`config.mk`:
```
export PLATFORM = sky130hd
export DESIGN_NAME = lift_dispatcher
export DESIGN_NICKNAME = d
export VERILOG_FILES = /design/src/rtl/lift_dispatcher.sv
export SDC_FILE = /design/constraint.sdc
export NUM_CORES = 1
export LEC_CHECK = 0
export CAP_MARGIN = 40
export CORE_MARGIN = 1.5
export CORE_UTILIZATION = 55
export CTS_CLUSTER_SIZE = 16
export DETAILED_ROUTE_END_ITERATION = 8
export PLACE_DENSITY_LB_ADDON = 0.2
export SETUP_SLACK_MARGIN = 0.02
export SLEW_MARGIN = 20
export SYNTH_ARGS = -nofsm -noshare
export SYNTH_HDL_FRONTEND = slang
export SYNTH_SLANG_ARGS = --single-unit
```
`constraint.sdc`:
```
create_clock -name clk -period 14.6 [get_ports clk]
set_clock_uncertainty 0.1 [all_clocks]
set_input_delay 2.92 -clock clk [delete_from_list [all_inputs] [get_ports clk]]
set_output_delay 2.92 -clock clk [all_outputs]
set_load 0.03 [all_outputs]
```
`src/rtl/lift_dispatcher.sv`:
```
// lift_dispatcher: two-car group dispatcher latching hall calls and assigning each to the cheaper car
module lift_dispatcher #(
    parameter int FLOORS   = 7,
    parameter int FW       = 3,
    parameter int BUSY_PEN = 3
) (
    input  logic              clk,
    input  logic              start,
    input  logic [FLOORS-1:0] hall_up,
    input  logic [FLOORS-1:0] hall_down,
    input  logic [FW-1:0]     car0_floor,
    input  logic [FW-1:0]     car1_floor,
    input  logic              car0_busy,
    input  logic              car1_busy,
    input  logic              car0_en,
    input  logic              car1_en,
    input  logic [FLOORS-1:0] car0_srv_up,
    input  logic [FLOORS-1:0] car0_srv_down,
    input  logic [FLOORS-1:0] car1_srv_up,
    input  logic [FLOORS-1:0] car1_srv_down,
    output logic [FLOORS-1:0] hall_up_lamp,
    output logic [FLOORS-1:0] hall_down_lamp,
    output logic [FLOORS-1:0] car0_up_req,
    output logic [FLOORS-1:0] car0_down_req,
    output logic [FLOORS-1:0] car1_up_req,
    output logic [FLOORS-1:0] car1_down_req
);
    localparam int NS = 2 * FLOORS;
    localparam int SW = $clog2(NS);
    typedef enum logic [1:0] {IDLE, SCAN, COST, GRANT} state_t;
    state_t          state, state_n;
    logic [NS-1:0]   pend, pend_n, asg_v, asg_v_n, asg_c, asg_c_n;
    logic [NS-1:0]   valid, press, srv, cand, own_off, set;
    logic [SW-1:0]   ptr, ptr_n, slot, slot_n, hit;
    logic [FW-1:0]   slot_floor, slot_floor_n;
    logic [4:0]      cost0, cost1, cost0_n, cost1_n;
    logic            rr, rr_n, found, ok, pick1, tie;
    function automatic logic [4:0] cost_of(input logic [FW-1:0] f, input logic [FW-1:0] c,
                                           input logic busy, input logic en);
        logic [FW-1:0] d;
        d = (f >= c) ? f - c : c - f;
        return en ? 5'(d) + (busy ? 5'(BUSY_PEN) : 5'd0) : 5'd31;
    endfunction
    // top floor has no up call, ground floor has no down call
    assign valid   = {{(FLOORS-1){1'b1}}, 1'b0, 1'b0, {(FLOORS-1){1'b1}}};
    assign press   = {hall_down, hall_up} & valid;
    assign srv     = {car0_srv_down | car1_srv_down, car0_srv_up | car1_srv_up} & valid;
    assign cand    = pend & ~asg_v;
    assign ok      = cand[slot] & (car0_en | car1_en);
    assign tie     = cost0 == cost1;
    assign pick1   = (cost1 < cost0) | (tie & rr);
    always_comb begin
        found = 1'b0;
        hit   = '0;
        for (int k = NS - 1; k >= 0; k--) begin
            if (cand[(int'(ptr) + k) % NS]) begin
                found = 1'b1;
                hit   = SW'((int'(ptr) + k) % NS);
            end
        end
    end
    always_comb begin
        state_n      = state;
        slot_n       = slot;
        slot_floor_n = slot_floor;
        cost0_n      = cost0;
        cost1_n      = cost1;
        ptr_n        = ptr;
        rr_n         = rr;
        asg_c_n      = asg_c;
        set          = '0;
        case (state)
            IDLE: state_n = (|cand && (car0_en || car1_en)) ? SCAN : IDLE;
            SCAN: begin
                state_n      = found ? COST : IDLE;
                slot_n       = hit;
                slot_floor_n = (hit < SW'(FLOORS)) ? FW'(hit) : FW'(hit - SW'(FLOORS));
            end
            COST: begin
                cost0_n = cost_of(slot_floor, car0_floor, car0_busy, car0_en);
                cost1_n = cost_of(slot_floor, car1_floor, car1_busy, car1_en);
                state_n = GRANT;
            end
            default: begin
                state_n = IDLE;
                if (ok) begin
                    set[slot]     = 1'b1;
                    asg_c_n[slot] = pick1;
                    rr_n          = tie ? ~rr : rr;
                    ptr_n         = (slot == SW'(NS - 1)) ? '0 : slot + 1'b1;
                end
            end
        endcase
    end
    // ownership by a car that is out of service is dropped so the call gets reassigned
    assign own_off = (asg_c_n & {NS{~car1_en}}) | (~asg_c_n & {NS{~car0_en}});
    assign pend_n  = (pend | press) & ~srv;
    assign asg_v_n = (asg_v | set) & ~srv & ~own_off;
    always_ff @(posedge clk) begin
        if (start) begin
            state          <= IDLE;
            pend           <= '0;
            asg_v          <= '0;
            asg_c          <= '0;
            ptr            <= '0;
            rr             <= 1'b0;
            slot           <= '0;
            slot_floor     <= '0;
            cost0          <= '0;
            cost1          <= '0;
            hall_up_lamp   <= '0;
            hall_down_lamp <= '0;
            car0_up_req    <= '0;
            car0_down_req  <= '0;
            car1_up_req    <= '0;
            car1_down_req  <= '0;
        end else begin
            state          <= state_n;
            pend           <= pend_n;
            asg_v          <= asg_v_n;
            asg_c          <= asg_c_n;
            ptr            <= ptr_n;
            rr             <= rr_n;
            slot           <= slot_n;
            slot_floor     <= slot_floor_n;
            cost0          <= cost0_n;
            cost1          <= cost1_n;
            hall_up_lamp   <= pend_n[FLOORS-1:0];
            hall_down_lamp <= pend_n[NS-1:FLOORS];
            car0_up_req    <= pend_n[FLOORS-1:0] & asg_v_n[FLOORS-1:0] & ~asg_c_n[FLOORS-1:0];
            car0_down_req  <= pend_n[NS-1:FLOORS] & asg_v_n[NS-1:FLOORS] & ~asg_c_n[NS-1:FLOORS];
            car1_up_req    <= pend_n[FLOORS-1:0] & asg_v_n[FLOORS-1:0] & asg_c_n[FLOORS-1:0];
            car1_down_req  <= pend_n[NS-1:FLOORS] & asg_v_n[NS-1:FLOORS] & asg_c_n[NS-1:FLOORS];
        end
    end
endmodule

```
==> results of run 1 <==
-- layout make-up --
class,instances,area share (%)
Clock buffer,10,2.42
Clock inverter,6,1.19
Inverter,65,2.47
Multi-Input combinational cell,902,65.0
Sequential cell,84,17.0
Tap cell,211,2.68
Timing Repair Buffer,95,9.18
-- worst max-delay path: stages --
cell and delay, ps:
clkdlybuf4s50_1 980, or2_2 250, nand3_1 110, nor2_1 210
o211ai_1 150, or2_2 420, or4_1 470, a2111oi_0 400
o211ai_1 200, nor3b_1 260
-- Yosys cell counts, types with 14 or more instances --
cell | count | area, sq um
a21oi_1 | 54 | 270
nor2_1 | 124 | 465
nor2b_1 | 30 | 188
nand2b_1 | 17 | 106
inv_1 | 57 | 214
nor3_1 | 31 | 155
a31oi_1 | 21 | 131
a21o_1 | 14 | 105
o211ai_1 | 17 | 128
o21ai_0 | 66 | 330
a211oi_1 | 21 | 158
clkbuf_1 | 29 | 109
mux2_2 | 17 | 191
xnor2_1 | 23 | 201
mux2i_1 | 56 | 561
ha_1 | 57 | 713
nand2_1 | 74 | 278
dfxtp_1 | 84 | 1680
nand3_1 | 24 | 120
-- how the worst max path moves through the flow --
stage,endpoint,cells after the start
floorplan,car0_down_req[5]$_SDFF_PP0_,11
finish,car0_down_req[5]$_SDFF_PP0_,10
CTS,car0_down_req[5]$_SDFF_PP0_,10
global route,slot_floor[2]$_SDFFE_PP0P_,19
global placement,car0_down_req[5]$_SDFF_PP0_,10
detailed placement,car0_down_req[5]$_SDFF_PP0_,10
-- routing by layer --
layer  share of wire [%]  track usage, %  up-vias
met5                   0               0        -
met4                 3.0            12.0        0
met3                 5.7            3.17       67
met2                  48            50.9      334
met1                  44            39.8     4022
li1                    -               -     4161
-- power by group through the flow --
| stage | Clock, W | Sequential, W | Combinational [W] |
|---|---|---|---|
| after floorplan | 0 | 0.000249 | 0.000134 |
| after global placement | 0 | 0.000252 | 0.000177 |
| after detailed placement | 0 | 0.000252 | 0.000182 |
| after CTS | 0.000270 | 0.000247 | 0.000183 |
| after global routing | 0.000279 | 0.000249 | 0.000207 |
| final | 0.000266 | 0.000247 | 0.000184 |
-- registers in the layout, indices dropped and copies added (netlist names) --
| name | cells |
|---|---|
| car1_down_req | 6 |
| hall_down_lamp | 1 |
| car1_up_req | 6 |
| ptr | 4 |
| slot | 4 |
| car0_down_req | 6 |
| slot_floor | 3 |
| car0_up_req | 6 |
| state | 2 |
| asg_c | 12 |
| rr | 1 |
| cost0 | 5 |
| cost1 | 5 |
| pend | 11 |
| asg_v | 12 |
-- kinds of logic after synthesis --
family	Yosys count
flops	84
xor+xnor	30
mux	76
fa+ha+maj	63
compound gates	329
simple gates	398
buf+inv	122
other cells	1
-- metrics by stage --
stage	worst slack [ps]	utilization, %	instances
2_1_floorplan	9090	-	1108
6_report	8380	64.6	1373
3_3_place_gp	8070	62.2	1353
5_1_grt	8080	64.6	1373
3_5_place_dp	8070	62.3	1356
4_1_cts	8390	64.6	1372
==> impl_metrics.ini, run 1 <==
[critical_path]
critPathArrivalTime_ps = 6370
critPathLaunchType = input port
worst_setup_path_startpoint = car1_en
timing.reg2reg.setup_slack_ps = 8420
worst-path-max-fanout = 18
depth_of_the_worst_register_to_register_path = 19
worst_setup_path_end_kind = flop
crit-reg2reg-capture = slot_floor[2]$_SDFFE_PP0P_
worstReg2RegStart = ptr[1]$_SDFFE_PP0P_
cp.required_ps = 14750
worst-setup-path-type = in2reg

[clock_tree]
clock-sinks = 84
cts.path.max_buffers = 2
post_cts_setup_buffers = 0
worst_setup_hold_path_clk_slew_ps = 70
clock_root_buffer = clkbuf_16
post_cts_resized = 0
cts_inserted_buffers = 9
cts.hold.buffers_added = 0
clk_latency_ps = 340
tritoncts_clock_tree = done
cts.htree.levels = 3

[finish]
final_common_cell = nor2_1
multi_input_comb_area_sq_um = 6410
area.growth.synth_to_final_pct = 14.3
finish.net_count = 1274
ff_latch_area_sq_um = 1680
antennaDiodeCount = 0
final_cell_mix = nor2_1 (124), dfxtp_1 (84), clkdlybuf4s50_1 (82), nand2_1 (74), o21ai_0 (66)
drive_gt1_share_pct = 9.21
fillers = 1368
finish.instance_area_sq_um = 9860

[power]
cellLeakagePower_nw = 4.05
p_per_area_nw_per_um2 = 70.7
intPower_w = 0.000491
power_switching_share_pct = 29.6
comb_power_share_pct = 26.4
p_seq_share_pct = 35.4
total_power_w = 0.000697
max_vdd_drop_v = 0.0000788
power.clock.fraction_pct = 38.2
power.net_switching_w = 0.000206

[global_routing]
largest_net_degree_at_the_start_of_global_routing = 47
grt_pass1_vias = 8024
grt_pass1_wl_microns = 40000
overflow = 0
grt_use_total_pct = 30.3
number_of_antenna_violations_at_the_first_check_in_global_routing = 0

[synthesis]
syn_inst = 1103
synth_compound_area_share_pct = 27.6
synthXorXnorAreaFrac_pct = 3.83
ys.flop_type = dfxtp_1
synth_top_family_by_area = compound AO/OA/AOI/OAI gates
ys.warnings.count = 0
synth_edf_count = 0
synthAdderAreaFrac_pct = 9.65
async_reset_ff_share_pct = 0
syn-cell-area_sq_um = 8630
synth.ff_latch_count = 84
post_synth_mux_area_share_pct = 9.49
synthesis.area_per_instance_sq_um = 7.83
synth_seq_area_share_pct = 19.5
simple_gate_share_of_the_synthesized_area_pct = 23.5
ys_types = 110

[sta]
aggregate_negative_setup_slack_ps = 0
finalHoldWorstSlack_ps = 404
final-hold-violation-count = 0
slew-limit-headroom_pct = 44.3
max_freq_ghz = 0.161
setup-violations-final = 0
timing_max_transition_violations_final = 0
timing_worst_slew_pin_value_ps = 814
finalWorstPathRequiredPeriod_ps = 6220
final_min_period_over_clock_period_pct = 42.6
grt_setup_unrepaired = false

[min_path]
hold_path_depth = 2
holdCritStartpoint = cost1[0]$_SDFFE_PP0N_
hp-class = reg2reg
min_delay_worst_endpoint = cost1[0]$_SDFFE_PP0N_

[detailed_routing]
route.detailed.drc = 0
vias = 8584
routed_wire_length_per_instance_microns = 18.0
average_vias_per_placed_instance = 6.25
route.antenna.remaining_nets = 0
final_wirelength_microns = 24700
firstDrtPassIters = 6
drt-initial-drc-count = 709

[placement]
finalWeightedCongestion = 1.00
numPortBuffers = 83
hpwl_microns = 18500
dpl_cell_area_sq_um = 9500

[run_status]
status = finished clean

[die]
std_cell_rows = 45
initial_core_utilization_pct = 56.6
floorplan.io_pins = 96
design.die.area_sq_um = 16500
fp.coreArea_sq_um = 15300
floorplan.die.width_microns = 128
chipHeight_microns = 128

[job]
maxCapViolCount = 0
(Power assumes the default switching activity.)
==> run 2: changes to the inputs <==
clock period = 5.73 ns   (was 14.6 ns; I/O delays follow)
==> run 2 against run 1 <==
Net effect: via count increased by 1.2%; power grew 150%; die area is the same; setup slack got worse by 7900 ps; largest power group is now registers.
==> impl_metrics.ini, run 2 (synthesis results as in run 1) <==
[run_status]
status = finished clean

[finish]
drive_gt1_share_pct = 11.3
final_cell_mix = nor2_1 (124), dfxtp_1 (83), clkdlybuf4s50_1 (82), nand2_1 (74), o21ai_0 (66)
final_cell_count_no_fill = 1395
final_core_util_pct = 65.7
finish.net_count = 1296
final_common_cell = nor2_1
antennaDiodeCount = 0
finish.instance_area_sq_um = 10000
layout_top_registers = asg_c (12), asg_v (12), pend (11)
area.growth.synth_to_final_pct = 16.2

[critical_path]
cp.required_ps = 5860
worst_setup_path_end_kind = flop
worst_setup_path_startpoint = ptr[2]$_SDFFE_PP0P_
worstReg2RegStart = ptr[2]$_SDFFE_PP0P_
worst-path-max-fanout = 8
worst-setup-path-type = reg2reg
critPathLaunchType = flop
critPathArrivalTime_ps = 5420

[sta]
grt_setup_unrepaired = false
max_freq_ghz = 0.189
aggregate_negative_setup_slack_ps = 0
finalWorstPathRequiredPeriod_ps = 5290
timing_max_transition_violations_final = 0
finalHoldWorstSlack_ps = 402
setup-violations-final = 0
timing_worst_slew_pin_value_ps = 784
final_min_period_over_clock_period_pct = 92.3
slew-limit-headroom_pct = 47.2
final-hold-violation-count = 0

[min_path]
holdCritStartpoint = cost1[0]$_SDFFE_PP0N_
hp-class = reg2reg

[global_routing]
overflow = 0
grt_pass1_wl_microns = 40600
grt_pass1_vias = 8124
number_of_antenna_violations_at_the_first_check_in_global_routing = 0
largest_net_degree_at_the_start_of_global_routing = 47
grt_use_total_pct = 30.8

[detailed_routing]
drt-initial-drc-count = 774
firstDrtPassIters = 5
vias = 8683
route.antenna.remaining_nets = 0
routed_wire_length_per_instance_microns = 18.1
route.detailed.drc = 0
average_vias_per_placed_instance = 6.22
final_wirelength_microns = 25200

[job]
maxCapViolCount = 0

[clock_tree]
clock-sinks = 84
clock_root_buffer = clkbuf_16
cts.path.max_buffers = 2
post_cts_setup_buffers = 0
cts.hold.buffers_added = 0
worst_setup_hold_path_clk_slew_ps = 60
cts_inserted_buffers = 9
cts.htree.levels = 3
tritoncts_clock_tree = done
clk_latency_ps = 340

[power]
max_vdd_drop_v = 0.000247
p_per_area_nw_per_um2 = 174
cellLeakagePower_nw = 4.14

[placement]
numPortBuffers = 83
finalWeightedCongestion = 1.00
dpl_cell_area_sq_um = 9670
hpwl_microns = 19200
placed_cells = 1378

[die]
initial_core_utilization_pct = 56.6
floorplan.die.width_microns = 128
chipHeight_microns = 128
floorplan.io_pins = 96
fp.coreArea_sq_um = 15300
std_cell_rows = 45
design.die.area_sq_um = 16500
## run 2: path summary, 6_finish.rpt
kind / to / slack, ps / cells after the start
max: slot_floor[2]$_SDFFE_PP0P_ / 440 / 19
min: cost1[0]$_SDFFE_PP0N_ / 400 / 2
max reg2reg: slot_floor[2]$_SDFFE_PP0P_ / 440 / 19
min reg2reg: cost1[0]$_SDFFE_PP0N_ / 400 / 2
## run 2: metrics by stage
step / worst slack [ps] / total power [W]
5_1_grt: 129 / 0.00183
3_3_place_gp: 368 / 0.00109
3_5_place_dp: 256 / 0.00111
6_report: 441 / 0.00174
4_1_cts: 219 / 0.00173
2_1_floorplan: 500 / 0.000977
## run 2: area by class of cell
| cell class | count | area, sq um |
|---|---|---|
| repair buffers | 117 | 1080 |
| inverters | 65 | 244 |
| well taps | 211 | 264 |
| clock buffers | 11 | 243 |
| multi-input cells | 902 | 6430 |
| flip-flops and latches | 84 | 1680 |
| clock inverters | 5 | 85.1 |
| fillers | 1329 | 5230 |
## run 2: metal layers
metal / GRT usage, % / wire [microns]
met2: 52.5 / 12000
met5: 0 / 0
met4: 12.7 / 805
met3: 3.71 / 1750
met1: 39.5 / 10600
## run 2: critical path, cell delays in order (launching register included)
cell       delay (ps)
dfxtp_1           480
inv_2             150
ha_1              360
a21oi_2           280
clkinv_1          250
ha_1              340
nand2b_1          170
or4_4             440
a32oi_1           320
nand2_1           200
o2111ai_2         220
o41ai_2           130
a21oi_2           210
nor2b_2           230
o311ai_1          170
a211oi_2          380
ha_1              300
inv_1              90
a21o_1            170
o221a_1           190
## run 2: repair_timing
item	4_1_cts	5_1_grt
resized for setup	0	6
setup endpoints to repair	0	3
endpoints found under the hold margin	0	0
## run 2: power breakdown
group / internal, W / total [W] / switching, W
clock network: 0.000395 / 0.000630 / 0.000235
registers: 0.000604 / 0.000630 / 0.0000261
logic: 0.000212 / 0.000480 / 0.000268
==> run 3: changes to the inputs <==
CORE_MARGIN = unset   (was 1.5)
==> run 3 against run 2 <==
Net effect: power shrank 2.7%; global-route usage shrank 0.44 points; cell count shrank 0.14%; combinational power shrank 1%; sequential share of layout area is essentially flat; clock power shrank 6.5%; critical path type unchanged; largest power group unchanged.
==> impl_metrics.ini, run 3 (synthesis results as in run 1) <==
[clock_tree]
worst_setup_hold_path_clk_slew_ps = 60
clock-sinks = 84
cts.htree.levels = 3
cts_inserted_buffers = 9
cts.path.max_buffers = 2
tritoncts_clock_tree = done
clock_root_buffer = clkbuf_16
clk_latency_ps = 340
post_cts_setup_buffers = 0

[critical_path]
critPathArrivalTime_ps = 5500
cp.required_ps = 5860
timing.critical_path.slowest_cell_delay_ps = 590
cp_common_cell = ha_1
worst_setup_path_end_kind = flop
critical_path_cell_by_cell = inv_2, ha_1, a21oi_2, xnor2_1, nor2_1, ha_1, nand2b_1, a2111oi_4, a31oi_1, a2111oi_0, a211o_1, and3_1, o311ai_1, a211oi_1, buf_4, ha_1, inv_1, a21o_1, o221a_1
cp.buffers_inverters = 3
worst-setup-path-type = reg2reg
crit_path_max_delay_cell_type = a2111oi_0
timing.critical_path.max_delay_family = compound AO/OA/AOI/OAI gates
critPathLaunchType = flop
worst-path-max-fanout = 7

[power]
p_per_area_nw_per_um2 = 169
comb_power_share_pct = 28.0
power.net_switching_w = 0.000526
max_vdd_drop_v = 0.000235
total_power_w = 0.00169
p_seq_share_pct = 37.2
intPower_w = 0.00117
cellLeakagePower_nw = 4.12
power_switching_share_pct = 31.1
power.clock.fraction_pct = 34.8

[min_path]
hp-class = reg2reg

[sta]
final_min_period_over_clock_period_pct = 93.7
grt_setup_unrepaired = false
final-hold-violation-count = 0
aggregate_negative_setup_slack_ps = 0
max_freq_ghz = 0.186
setup-violations-final = 0
timing_worst_slew_pin_value_ps = 899
timing_max_transition_violations_final = 0
slew-limit-headroom_pct = 39.4
finalWorstPathRequiredPeriod_ps = 5370

[detailed_routing]
route.antenna.remaining_nets = 0
top_layer = met4
firstDrtPassIters = 5
wl_met1_microns = 10500
met2_length_microns = 11500
route.detailed.drc = 0
drt-initial-drc-count = 717
vias = 8617
average_vias_per_placed_instance = 6.19
final_wirelength_microns = 24400
routed_wire_length_per_instance_microns = 17.5
met3_length_microns = 1530

[finish]
finish.net_count = 1294
drive_gt1_share_pct = 11.1
layout_top_registers = asg_c (12), asg_v (12), pend (11)
final_cell_mix = nor2_1 (124), dfxtp_1 (84), clkdlybuf4s50_1 (82), nand2_1 (74), o21ai_0 (66)
fillers = 1319
ff_latch_area_sq_um = 1680
final_core_util_pct = 65.6
multi_input_comb_area_sq_um = 6440
antennaDiodeCount = 0
final_cell_count_no_fill = 1393
final_common_cell = nor2_1
area.growth.synth_to_final_pct = 15.9

[global_routing]
largest_net_degree_at_the_start_of_global_routing = 36
grt_use_total_pct = 30.4
overflow = 0
number_of_antenna_violations_at_the_first_check_in_global_routing = 0
grt_pass1_wl_microns = 39700
grt_pass1_vias = 8062

[die]
floorplan.die.width_microns = 127
std_cell_rows = 45
fp.coreArea_sq_um = 15300
design.die.area_sq_um = 16200
initial_core_utilization_pct = 56.6
floorplan.io_pins = 96
chipHeight_microns = 127

[placement]
placed_cells = 1377
hpwl_microns = 18800
numPortBuffers = 83
finalWeightedCongestion = 0.979

[job]
maxCapViolCount = 0

[run_status]
status = finished clean
-- run 3: cell types whose count changed in the layout (fill, tap and decap cells not counted), sizes merged --
cell,before,now
bufinv,2,1
inv,63,65
buf,34,33
clkbuf,12,10
-- run 3: power groups by stage --
stage | Clock, W | Sequential [W] | Combinational, W
floorplan | 0 | 0.000635 | 0.000342
global placement | 0 | 0.000642 | 0.000453
detailed placement | 0 | 0.000642 | 0.000467
CTS | 0.000591 | 0.000630 | 0.000471
global route | 0.000621 | 0.000634 | 0.000528
finish | 0.000589 | 0.000630 | 0.000474
-- run 3: metal layers --
metal | vias to the layer above | global-route usage, %
li1 | 4199 | -
met2 | 306 | 51.4
met5 | - | 0
met3 | 71 | 4.82
met1 | 4041 | 38.2
met4 | 0 | 13.0
-- run 3: cell type report --
class                   count  area share (%)
clock inverters             6           0.688
clock buffers              10            2.39
inverters                  65            2.46
multi-input cells         902            64.4
well taps                 211            2.64
flip-flops and latches     84            16.8
repair buffers            115            10.6
-- run 3: tightest hold or removal path, cell delays in order (launching register included) --
cell and delay (ps):
dfxtp_1 310, nor2_1 90, a311oi_1 50
-- run 3: path summary, 6_finish.rpt --
kind,from,to,slack [ps],cells past startpoint
worst max-delay path,ptr[2]$_SDFFE_PP0P_,slot_floor[2]$_SDFFE_PP0P_,360,19
worst min-delay path,cost0[0]$_SDFFE_PP0N_,cost0[0]$_SDFFE_PP0N_,400,2
worst min register to register,cost0[0]$_SDFFE_PP0N_,cost0[0]$_SDFFE_PP0N_,400,2
worst max register to register,ptr[2]$_SDFFE_PP0P_,slot_floor[2]$_SDFFE_PP0P_,360,19
-- run 3: per-stage QoR --
step | hold WS, ps | setup WS (ps) | area, sq um
after floorplan | 360 | 500 | 8650
after global placement | 384 | 456 | 9650
after detailed placement | 391 | 429 | 9670
after CTS | 400 | 388 | 9970
after global routing | 437 | 83.0 | 10000
final | 404 | 358 | 10000
-- run 3: what timing repair did --
action	4_1_cts	5_1_grt
setup endpoints to repair	0	1
endpoints found under the hold margin	0	0
hold buffers	0	0
gates resized for setup	0	7
